--- src/rtl/draw_bar_graph.sv ---
// Renders CH_NUM vertical bars over a flat background from the 800x600 timing stream.
// Latency: fixed 2 pclk from timing inputs to timing outputs and rgb_out; no stalls.
// Backpressure: none; free-running pixel stream. Optional macro BAR_ALARM_EN colours bars at/above ALARM_LEVEL.
module draw_bar_graph #(
  parameter int          CH_NUM      = 13,
  parameter int          X0          = 36,
  parameter int          BAR_W       = 40,
  parameter int          PITCH       = 56,
  parameter int          BASE_Y      = 580,
  parameter logic [11:0] BG_COLOR    = 12'h000,
  parameter logic [11:0] BAR_COLOR   = 12'h0F0,
  parameter logic [11:0] ALARM_COLOR = 12'hF00,
  parameter logic [11:0] ALARM_LEVEL = 12'd3072
) (
  input  logic        pclk,
  input  logic        rst,
  input  logic [11:0] hcount_in,
  input  logic [11:0] vcount_in,
  input  logic        hsync_in,
  input  logic        vsync_in,
  input  logic        hblnk_in,
  input  logic        vblnk_in,
  input  logic        ch_we,
  input  logic [3:0]  ch_addr,
  input  logic [11:0] ch_data,
  output logic [11:0] hcount_out,
  output logic [11:0] vcount_out,
  output logic        hsync_out,
  output logic        vsync_out,
  output logic        hblnk_out,
  output logic        vblnk_out,
  output logic [11:0] rgb_out
);

  logic [11:0] live_q   [CH_NUM];
  logic [11:0] shadow_q [CH_NUM];
  logic        vblnk_q;
  logic        copy_d;

  // Stage 1 state
  logic [11:0] hc1_q, vc1_q;
  logic        hs1_q, vs1_q, hb1_q, vb1_q;
  logic        in_col_q;
  logic [11:0] val_q;

  // Stage 2 state (drives the outputs directly)
  logic [11:0] hc2_q, vc2_q, rgb_q;
  logic        hs2_q, vs2_q, hb2_q, vb2_q;

  logic        in_col_d;
  logic [3:0]  ch_d;
  logic [12:0] vsum_d;
  logic        lit_d;
  logic [11:0] bar_color_d;
  logic [11:0] rgb_d;

  // Copy window opens on the first cycle of vertical blanking.
  assign copy_d = vblnk_in & ~vblnk_q;

  // Live channel registers follow host writes; out-of-range addresses are dropped.
  always_ff @(posedge pclk or posedge rst) begin
    if (rst) begin
      for (int k = 0; k < CH_NUM; k++) live_q[k] <= '0;
    end else if (ch_we && (int'(ch_addr) < CH_NUM)) begin
      live_q[ch_addr] <= ch_data;
    end
  end

  // Shadow snapshot at vblank rise; a same-cycle write lands in live only, so it shows next frame.
  always_ff @(posedge pclk or posedge rst) begin
    if (rst) begin
      vblnk_q <= 1'b0;
      for (int k = 0; k < CH_NUM; k++) shadow_q[k] <= '0;
    end else begin
      vblnk_q <= vblnk_in;
      if (copy_d) begin
        for (int k = 0; k < CH_NUM; k++) shadow_q[k] <= live_q[k];
      end
    end
  end

  // Column decode by comparator chain: each bar owns [X0+k*PITCH, X0+k*PITCH+BAR_W).
  always_comb begin
    in_col_d = 1'b0;
    ch_d     = '0;
    for (int k = 0; k < CH_NUM; k++) begin
      if (({1'b0, hcount_in} >= 13'(X0 + k * PITCH)) &&
          ({1'b0, hcount_in} <  13'(X0 + k * PITCH + BAR_W))) begin
        in_col_d = 1'b1;
        ch_d     = 4'(k);
      end
    end
  end

`ifdef BAR_ALARM_EN
  logic alarm_q;

  // Alarm compare is done alongside the value fetch so the latency stays at 2.
  always_ff @(posedge pclk or posedge rst) begin
    if (rst) alarm_q <= 1'b0;
    else     alarm_q <= (shadow_q[ch_d] >= ALARM_LEVEL);
  end

  assign bar_color_d = alarm_q ? ALARM_COLOR : BAR_COLOR;
`else
  logic unused_alarm;
  assign unused_alarm = ^{ALARM_COLOR, ALARM_LEVEL};
  assign bar_color_d  = BAR_COLOR;
`endif

  // Stage 1: register timing, column hit and the selected shadow value.
  always_ff @(posedge pclk or posedge rst) begin
    if (rst) begin
      hc1_q    <= '0;
      vc1_q    <= '0;
      hs1_q    <= 1'b0;
      vs1_q    <= 1'b0;
      hb1_q    <= 1'b0;
      vb1_q    <= 1'b0;
      in_col_q <= 1'b0;
      val_q    <= '0;
    end else begin
      hc1_q    <= hcount_in;
      vc1_q    <= vcount_in;
      hs1_q    <= hsync_in;
      vs1_q    <= vsync_in;
      hb1_q    <= hblnk_in;
      vb1_q    <= vblnk_in;
      in_col_q <= in_col_d;
      val_q    <= shadow_q[ch_d];
    end
  end

  // Bar covers rows BASE_Y-h+1..BASE_Y with h = value[11:3]; 13-bit sum so it cannot wrap.
  assign vsum_d = {1'b0, vc1_q} + {4'b0, val_q[11:3]};
  assign lit_d  = in_col_q && (vc1_q <= 12'(BASE_Y)) && (vsum_d > 13'(BASE_Y));

  // Colour priority: blanking forces black, then bar, then background.
  always_comb begin
    rgb_d = BG_COLOR;
    if (hb1_q || vb1_q) rgb_d = 12'h000;
    else if (lit_d)     rgb_d = bar_color_d;
  end

  // Stage 2: output registers.
  always_ff @(posedge pclk or posedge rst) begin
    if (rst) begin
      hc2_q <= '0;
      vc2_q <= '0;
      hs2_q <= 1'b0;
      vs2_q <= 1'b0;
      hb2_q <= 1'b0;
      vb2_q <= 1'b0;
      rgb_q <= '0;
    end else begin
      hc2_q <= hc1_q;
      vc2_q <= vc1_q;
      hs2_q <= hs1_q;
      vs2_q <= vs1_q;
      hb2_q <= hb1_q;
      vb2_q <= vb1_q;
      rgb_q <= rgb_d;
    end
  end

  assign hcount_out = hc2_q;
  assign vcount_out = vc2_q;
  assign hsync_out  = hs2_q;
  assign vsync_out  = vs2_q;
  assign hblnk_out  = hb2_q;
  assign vblnk_out  = vb2_q;
  assign rgb_out    = rgb_q;

endmodule

--- config.mk ---
export PLATFORM = sky130hd
export DESIGN_NAME = draw_bar_graph
export DESIGN_NICKNAME = d
export VERILOG_FILES = /design/src/rtl/draw_bar_graph.sv
export SDC_FILE = /design/constraint.sdc
export NUM_CORES = 1
export LEC_CHECK = 0
export CORE_MARGIN = 2
export CORE_UTILIZATION = 59
export CTS_CLUSTER_SIZE = 24
export DETAILED_ROUTE_END_ITERATION = 12
export PLACE_DENSITY = 0.85
export SETUP_SLACK_MARGIN = 0.3
export SYNTH_ARGS = -nofsm -noshare
export SYNTH_HDL_FRONTEND = slang
export SYNTH_SLANG_ARGS = --single-unit
export TNS_END_PERCENT = 5
--- constraint.sdc ---
create_clock -name pclk -period 26.5 [get_ports pclk]
set_input_delay 5.3 -clock pclk [delete_from_list [all_inputs] [get_ports pclk]]
set_output_delay 5.3 -clock pclk [all_outputs]
set_load 0.02 [all_outputs]
==> impl_metrics.json, run 1 <==
{
  "place_hpwl_mm": 15.80,
  "clock_skew_ns": 0.01220,
  "simple_gate_share_of_the_synthesized_area": 0.04496,
  "post_cts_setup_buffers": 0,
  "top_achievable_clock_speed_mhz": 114.0,
  "yosys.area_share.xor_xnor": 0.005522,
  "antenna_found_initial": 0,
  "power_switching_share": 0.2525,
  "clkTransAtPathRegs_ns": 0.06,
  "ioPinCount": 87,
  "irDropWorstVdd_uv": 56.74,
  "drv_slew": 0,
  "worst_pin_slew_ns": 1.120,
  "synth-edff-count": 0,
  "first_pass_grt_wire_length_mm": 41.23,
  "cts_resized": 0,
  "seq_area_frac_synth": 0.5936,
  "crit_path_cell_trace": "clkdlybuf4s50_1 > o211ai_1 > a211o_1 > a31oi_2 > a311oi_4 > buf_4 > nand2b_1 > o22a_1 > o2111ai_1",
  "yosys.area_share.adder": 0.01203,
  "critPathLaunchType": "input port",
  "grt_pass1_vias": 7608,
  "peak_per_stage_delay_on_the_critical_path_ns": 1.11,
  "synth_top_family_by_area": "multiplexers",
  "port_buffers": 75,
  "tritoncts_num_sinks": 301,
  "worstPathRequired_ns": 26.91,
  "initial_core_utilization": 0.6018,
  "syn2layout_area_growth_pct": 14.35,
  "layout.cells.most_common_list": "dfrtp_1, mux2_2, clkdlybuf4s50_1, nor2_1, clkbuf_16",
  "drv_cap": 0,
  "cts_inserted_buffers": 29,
  "drive_gt1_frac": 0.3361,
  "wl_per_cell_um": 20.28,
  "wirelength_mm": 25.13,
  "final_critical_path_time_including_i_o_delays_and_setup_ns": 8.772,
  "globalplace.congestion": 0.8132,
  "path_class": "input port to flip-flop",
  "design_area_um2": 14510,
  "final_net_count": 1000,
  "result_of_the_run": "finished clean",
  "antenna_diode_instance_count": 0,
  "hold_buffers": 0,
  "post_synth.cell_area_avg_um2": 14.37,
  "yosysUniqueCellTypes": 62,
  "syn-instance-count": 883,
  "clock_power_share": 0.329,
  "drtIter0Drc": 381,
  "core-area_um2": 21090,
  "drt_pre_antenna_iters": 4,
  "yosys_most_used_dff": "dfrtp_1",
  "seqPwrFrac": 0.495,
  "dieHeight_um": 150.7,
  "synthArstFlopShare": 1.000,
  "detail_route.drc_violations": 0,
  "cts-root-buf": "clkbuf_16",
  "final-setup-viol-count": 0,
  "synth_compound_gate_area_share": 0.06044,
  "cts_buffer_depth": 3,
  "layout_worst_path_cycle_share": 0.3310,
  "global_route.usage.total": 0.2340,
  "pwr_density_cell_nw_per_um2": 86.40,
  "mux_contribution_to_synthesized_area": 0.2539,
  "report.final.hold_viol_count": 0,
  "grt_max_degree": 158,
  "clock_tree_from_tritoncts": "done",
  "synth-warning-count": 0,
  "h-tree-depth": 1,
  "vias_per_cell": 5.935,
  "power.net_switching_mw": 0.3166,
  "rows": 53,
  "routed-via-count": 7354,
  "worst-path-max-fanout": 28,
  "end_kind": "flip-flop",
  "postRouteAntennaNets": 0,
  "p_comb_frac": 0.176,
  "total_leakage_power_nw": 6.335,
  "ys_seq_elements": 301,
  "detailed_place.area_um2": 13540,
  "die_x_um": 150.7,
  "cellInternalPower_mw": 0.9372,
  "reg2reg_slack_ns": 23.83,
  "layout_commonest_cell": "dfrtp_1",
  "crit_arrival_ns": 9.18,
  "worst_skew_pair.late_latency_ns": 0.55,
  "cell_with_the_largest_stage_delay_on_the_worst_path": "clkdlybuf4s50_1",
  "fin_setup_tns_ns": 0,
  "design.die.area_um2": 22700,
  "timing.hold.worst.class": "flip-flop to flip-flop",
  "synthesis.area_um2": 12690,
  "globalRouteOverflowTotal": 0,
  "relSlewSlack": 0.2506,
  "rsz0062_at_grt": "no"
}
-- path summary, 6_finish.rpt --
kind | from | endpoint | depth (start not counted)
worst max-delay path | hcount_in[4] | val_q[4] | 9
min in group asynchronous | rst | hsync_out | 2
worst min register to register | hs1_q | hsync_out | 0
worst max register to register | vc1_q[1] | rgb_out[6] | 9
worst min-delay path | hs1_q | hsync_out | 0
max in group asynchronous | rst | hcount_out[5] | 3
-- metal layers --
| layer | routed length [µm] | vias to the layer above | track usage |
|---|---|---|---|
| met5 | 0 | - | 0 |
| met4 | 857 | 0 | 0.08271 |
| met3 | 1191 | 54 | 0.03061 |
| met2 | 12380 | 189 | 0.3827 |
| met1 | 10710 | 3813 | 0.3257 |
| li1 | - | 3298 | - |
-- area by class of cell --
type	count	area, µm²
multi-input cells	522	4837
inverters	9	41.29
well taps	275	344.1
flip-flops and latches	301	7532
clock inverters	9	98.84
fillers	1395	6578
repair buffers	80	788.3
clock buffers	43	868.3
-- power groups by stage --
stage	clock, mW	sequential, mW	combinational [mW]
after floorplan	0	0.612	0.172
after global placement	0	0.619	0.210
after detailed placement	0	0.626	0.220
after CTS	0.419	0.620	0.223
after global routing	0.439	0.633	0.243
final	0.413	0.621	0.220
-- synthesized netlist by cell type (all sizes together), types with 8 or more instances --
cell type  instances  share of area
buf               31          0.019
mux2i             26          0.021
o2111ai            9         0.0062
clkbuf            27         0.0080
dfrtp            301           0.59
nand2b             8         0.0039
o22a               9         0.0062
ha                 9         0.0089
a22oi              9         0.0053
nand2             29          0.010
a21oi             16         0.0063
a211oi             9         0.0057
mux2             263           0.23
inv                9         0.0027
nor2              32         0.0097
o21ai             15         0.0059
-- registers in the layout, indices dropped and copies added, names as in the netlist, 9 cells and up --
register,count
hc1_q,12
hcount_out,12
live_q,117
shadow_q,117
val_q,9
vc1_q,12
vcount_out,12
-- critical path: cells and delay by family --
family / cells / cell delay, ns
AOI/OAI and AO/OA: 6 / 2.07
buffers and inverters: 2 / 1.40
and+or+nand+nor: 1 / 0.41
-- logic make-up (layout without fill, tap and decap cells) --
family | count (synthesis) | count (layout)
buf+inv | 67 | 141
flops | 301 | 301
compound gates | 95 | 95
simple gates | 110 | 110
mux | 289 | 289
fa+ha+maj | 12 | 12
other cells | 1 | 8
xor+xnor | 8 | 8
-- through the flow --
step | total power, mW | setup WS [ns] | util | hold slack (ns) | cells
3_3_place_gp | 0.8288 | 17.24 | 0.6422 | 0.3319 | 1187
4_1_cts | 1.262 | 17.72 | 0.6881 | 0.3489 | 1239
5_1_grt | 1.315 | 17.52 | 0.6881 | 0.3563 | 1239
2_1_floorplan | 0.7844 | 12.88 | - | 0.3312 | 890
3_5_place_dp | 0.8462 | 17.14 | 0.6422 | 0.3358 | 1187
6_report | 1.254 | 17.73 | 0.6881 | 0.3468 | 1239
(Power assumes the default switching activity.)
==> run 2, diff against run 1 <==
clock period = 8.5 ns   (was 26.5 ns; I/O delays follow)
==> impl_metrics.json, run 2 (synthesis results as in run 1) <==
{
  "result_of_the_run": "finished clean",
  "fillerInstances": 1403,
  "reg2reg_slack_ns": 5.80,
  "layout_commonest_cell": "dfrtp_1",
  "pwr_density_cell_nw_per_um2": 268.7,
  "layout.cells.most_common_list": "dfrtp_1, mux2_2, clkdlybuf4s50_1, nor2_1, clkbuf_16",
  "antenna_found_initial": 1,
  "worst_setup_path_startpoint": "hcount_in[4]",
  "final_critical_path_time_including_i_o_delays_and_setup_ns": 5.360,
  "globalplace.congestion": 0.8326,
  "min-delay-start": "hc1_q[6]",
  "port_buffers": 75,
  "clock_tree_from_tritoncts": "done",
  "cts-root-buf": "clkbuf_16",
  "critical_path.reg2reg.startpoint": "vc1_q[0]",
  "peak_per_stage_delay_on_the_critical_path_ns": 0.90,
  "detail_route.drc_violations": 0,
  "first_pass_grt_wire_length_mm": 39.40,
  "vias_per_cell": 5.837,
  "cts_resized": 0,
  "wl_per_cell_um": 19.78,
  "h-tree-depth": 1,
  "total_power_mw": 3.903,
  "worstPathRequired_ns": 8.89,
  "die_x_um": 150.7,
  "path_class": "input port to flip-flop",
  "drv_cap": 0,
  "irDropWorstVdd_uv": 182.1,
  "layout_worst_path_cycle_share": 0.6306,
  "top_achievable_clock_speed_mhz": 186.6,
  "global_route.usage.total": 0.2226,
  "dieHeight_um": 150.7,
  "reg.largest.list": "live_q x117, shadow_q x117",
  "routed-via-count": 7244,
  "grt_max_degree": 191,
  "cts_buffer_depth": 3,
  "report.final.hold_viol_count": 0,
  "hold_buffers": 0,
  "grt_pass1_vias": 7517,
  "ioPinCount": 87,
  "design.die.area_um2": 22700,
  "end_kind": "flip-flop",
  "globalRouteOverflowTotal": 0,
  "core-area_um2": 21090,
  "crit_arrival_ns": 5.75,
  "worst-path-max-fanout": 28,
  "rsz0062_at_grt": "no",
  "wirelength_mm": 24.55,
  "rows": 53,
  "timing.hold.worst.class": "flip-flop to flip-flop",
  "critPathLaunchType": "input port",
  "clkTransAtPathRegs_ns": 0.06,
  "postRouteAntennaNets": 0,
  "drt_pre_antenna_iters": 4,
  "drtIter0Drc": 363,
  "cell_with_the_largest_stage_delay_on_the_worst_path": "clkdlybuf4s50_1",
  "fin_setup_tns_ns": 0,
  "tritoncts_num_sinks": 301,
  "syn2layout_area_growth_pct": 14.45,
  "total_leakage_power_nw": 6.333,
  "worst_skew_pair.late_latency_ns": 0.54,
  "crit_path_cell_trace": "clkdlybuf4s50_1 > o211ai_1 > a211o_1 > a31oi_2 > a311oi_4 > buf_4 > nor2b_1 > a21oi_1 > o2111ai_1",
  "antenna_diode_instance_count": 0,
  "cts_inserted_buffers": 30,
  "place_hpwl_mm": 15.56,
  "relSlewSlack": 0.2264,
  "final-setup-viol-count": 0,
  "initial_core_utilization": 0.6018,
  "worst_pin_slew_ns": 1.160,
  "drv_slew": 0,
  "clock_skew_ns": 0.008487,
  "post_cts_setup_buffers": 0,
  "final_net_count": 1001,
  "drive_gt1_frac": 0.3344
}
==> run 2: cell type report <==
| class | count | area, µm² | share of cell area |
|---|---|---|---|
| Clock buffer | 46 | 902.1 | 0.06212 |
| Clock inverter | 8 | 68.82 | 0.004739 |
| Inverter | 9 | 37.54 | 0.002585 |
| Multi-Input combinational cell | 522 | 4837 | 0.3331 |
| Sequential cell | 301 | 7532 | 0.5187 |
| Tap cell | 275 | 344.1 | 0.02369 |
| Timing Repair Buffer | 80 | 800.8 | 0.05514 |
==> run 2: layer usage <==
layer	GRT usage	routed length (µm)
met1	0.2929	10460
met2	0.3750	12050
met3	0.03788	1217
met4	0.08084	814
met5	0	0
==> run 2: path summary, 6_finish.rpt <==
kind	cells after the start	endpoint
min	0	hcount_out[6]
max in group asynchronous	3	shadow_q[66]
min reg2reg	0	hcount_out[6]
max	9	val_q[9]
min in group asynchronous	2	hcount_out[2]
max reg2reg	11	rgb_out[6]
==> run 2: stage by stage <==
step	hold slack [ns]	setup slack [ns]	cell area, µm²	instances	util
floorplan	0.3312	2.799	12720	890	-
global placement	0.3316	2.751	13550	1187	0.6426
detailed placement	0.3347	2.727	13550	1187	0.6426
CTS	0.3484	3.263	14520	1241	0.6887
global route	0.3492	2.922	14520	1241	0.6887
finish	0.3458	3.140	14520	1241	0.6887
==> run 2: worst max-delay path: cells and delay by family <==
family	cells	cell delay, ns
simple gates	1	0.68
compound gates	6	2.08
buf+inv	2	1.27
==> run 2: power breakdown <==
part | total [mW] | internal (mW) | switching [mW] | leakage, nW
logic | 0.689 | 0.391 | 0.298 | 2.18
clock network | 1.28 | 0.756 | 0.522 | 0.484
registers | 1.94 | 1.77 | 0.167 | 3.67
total | 3.90 | 2.92 | 0.987 | 6.33
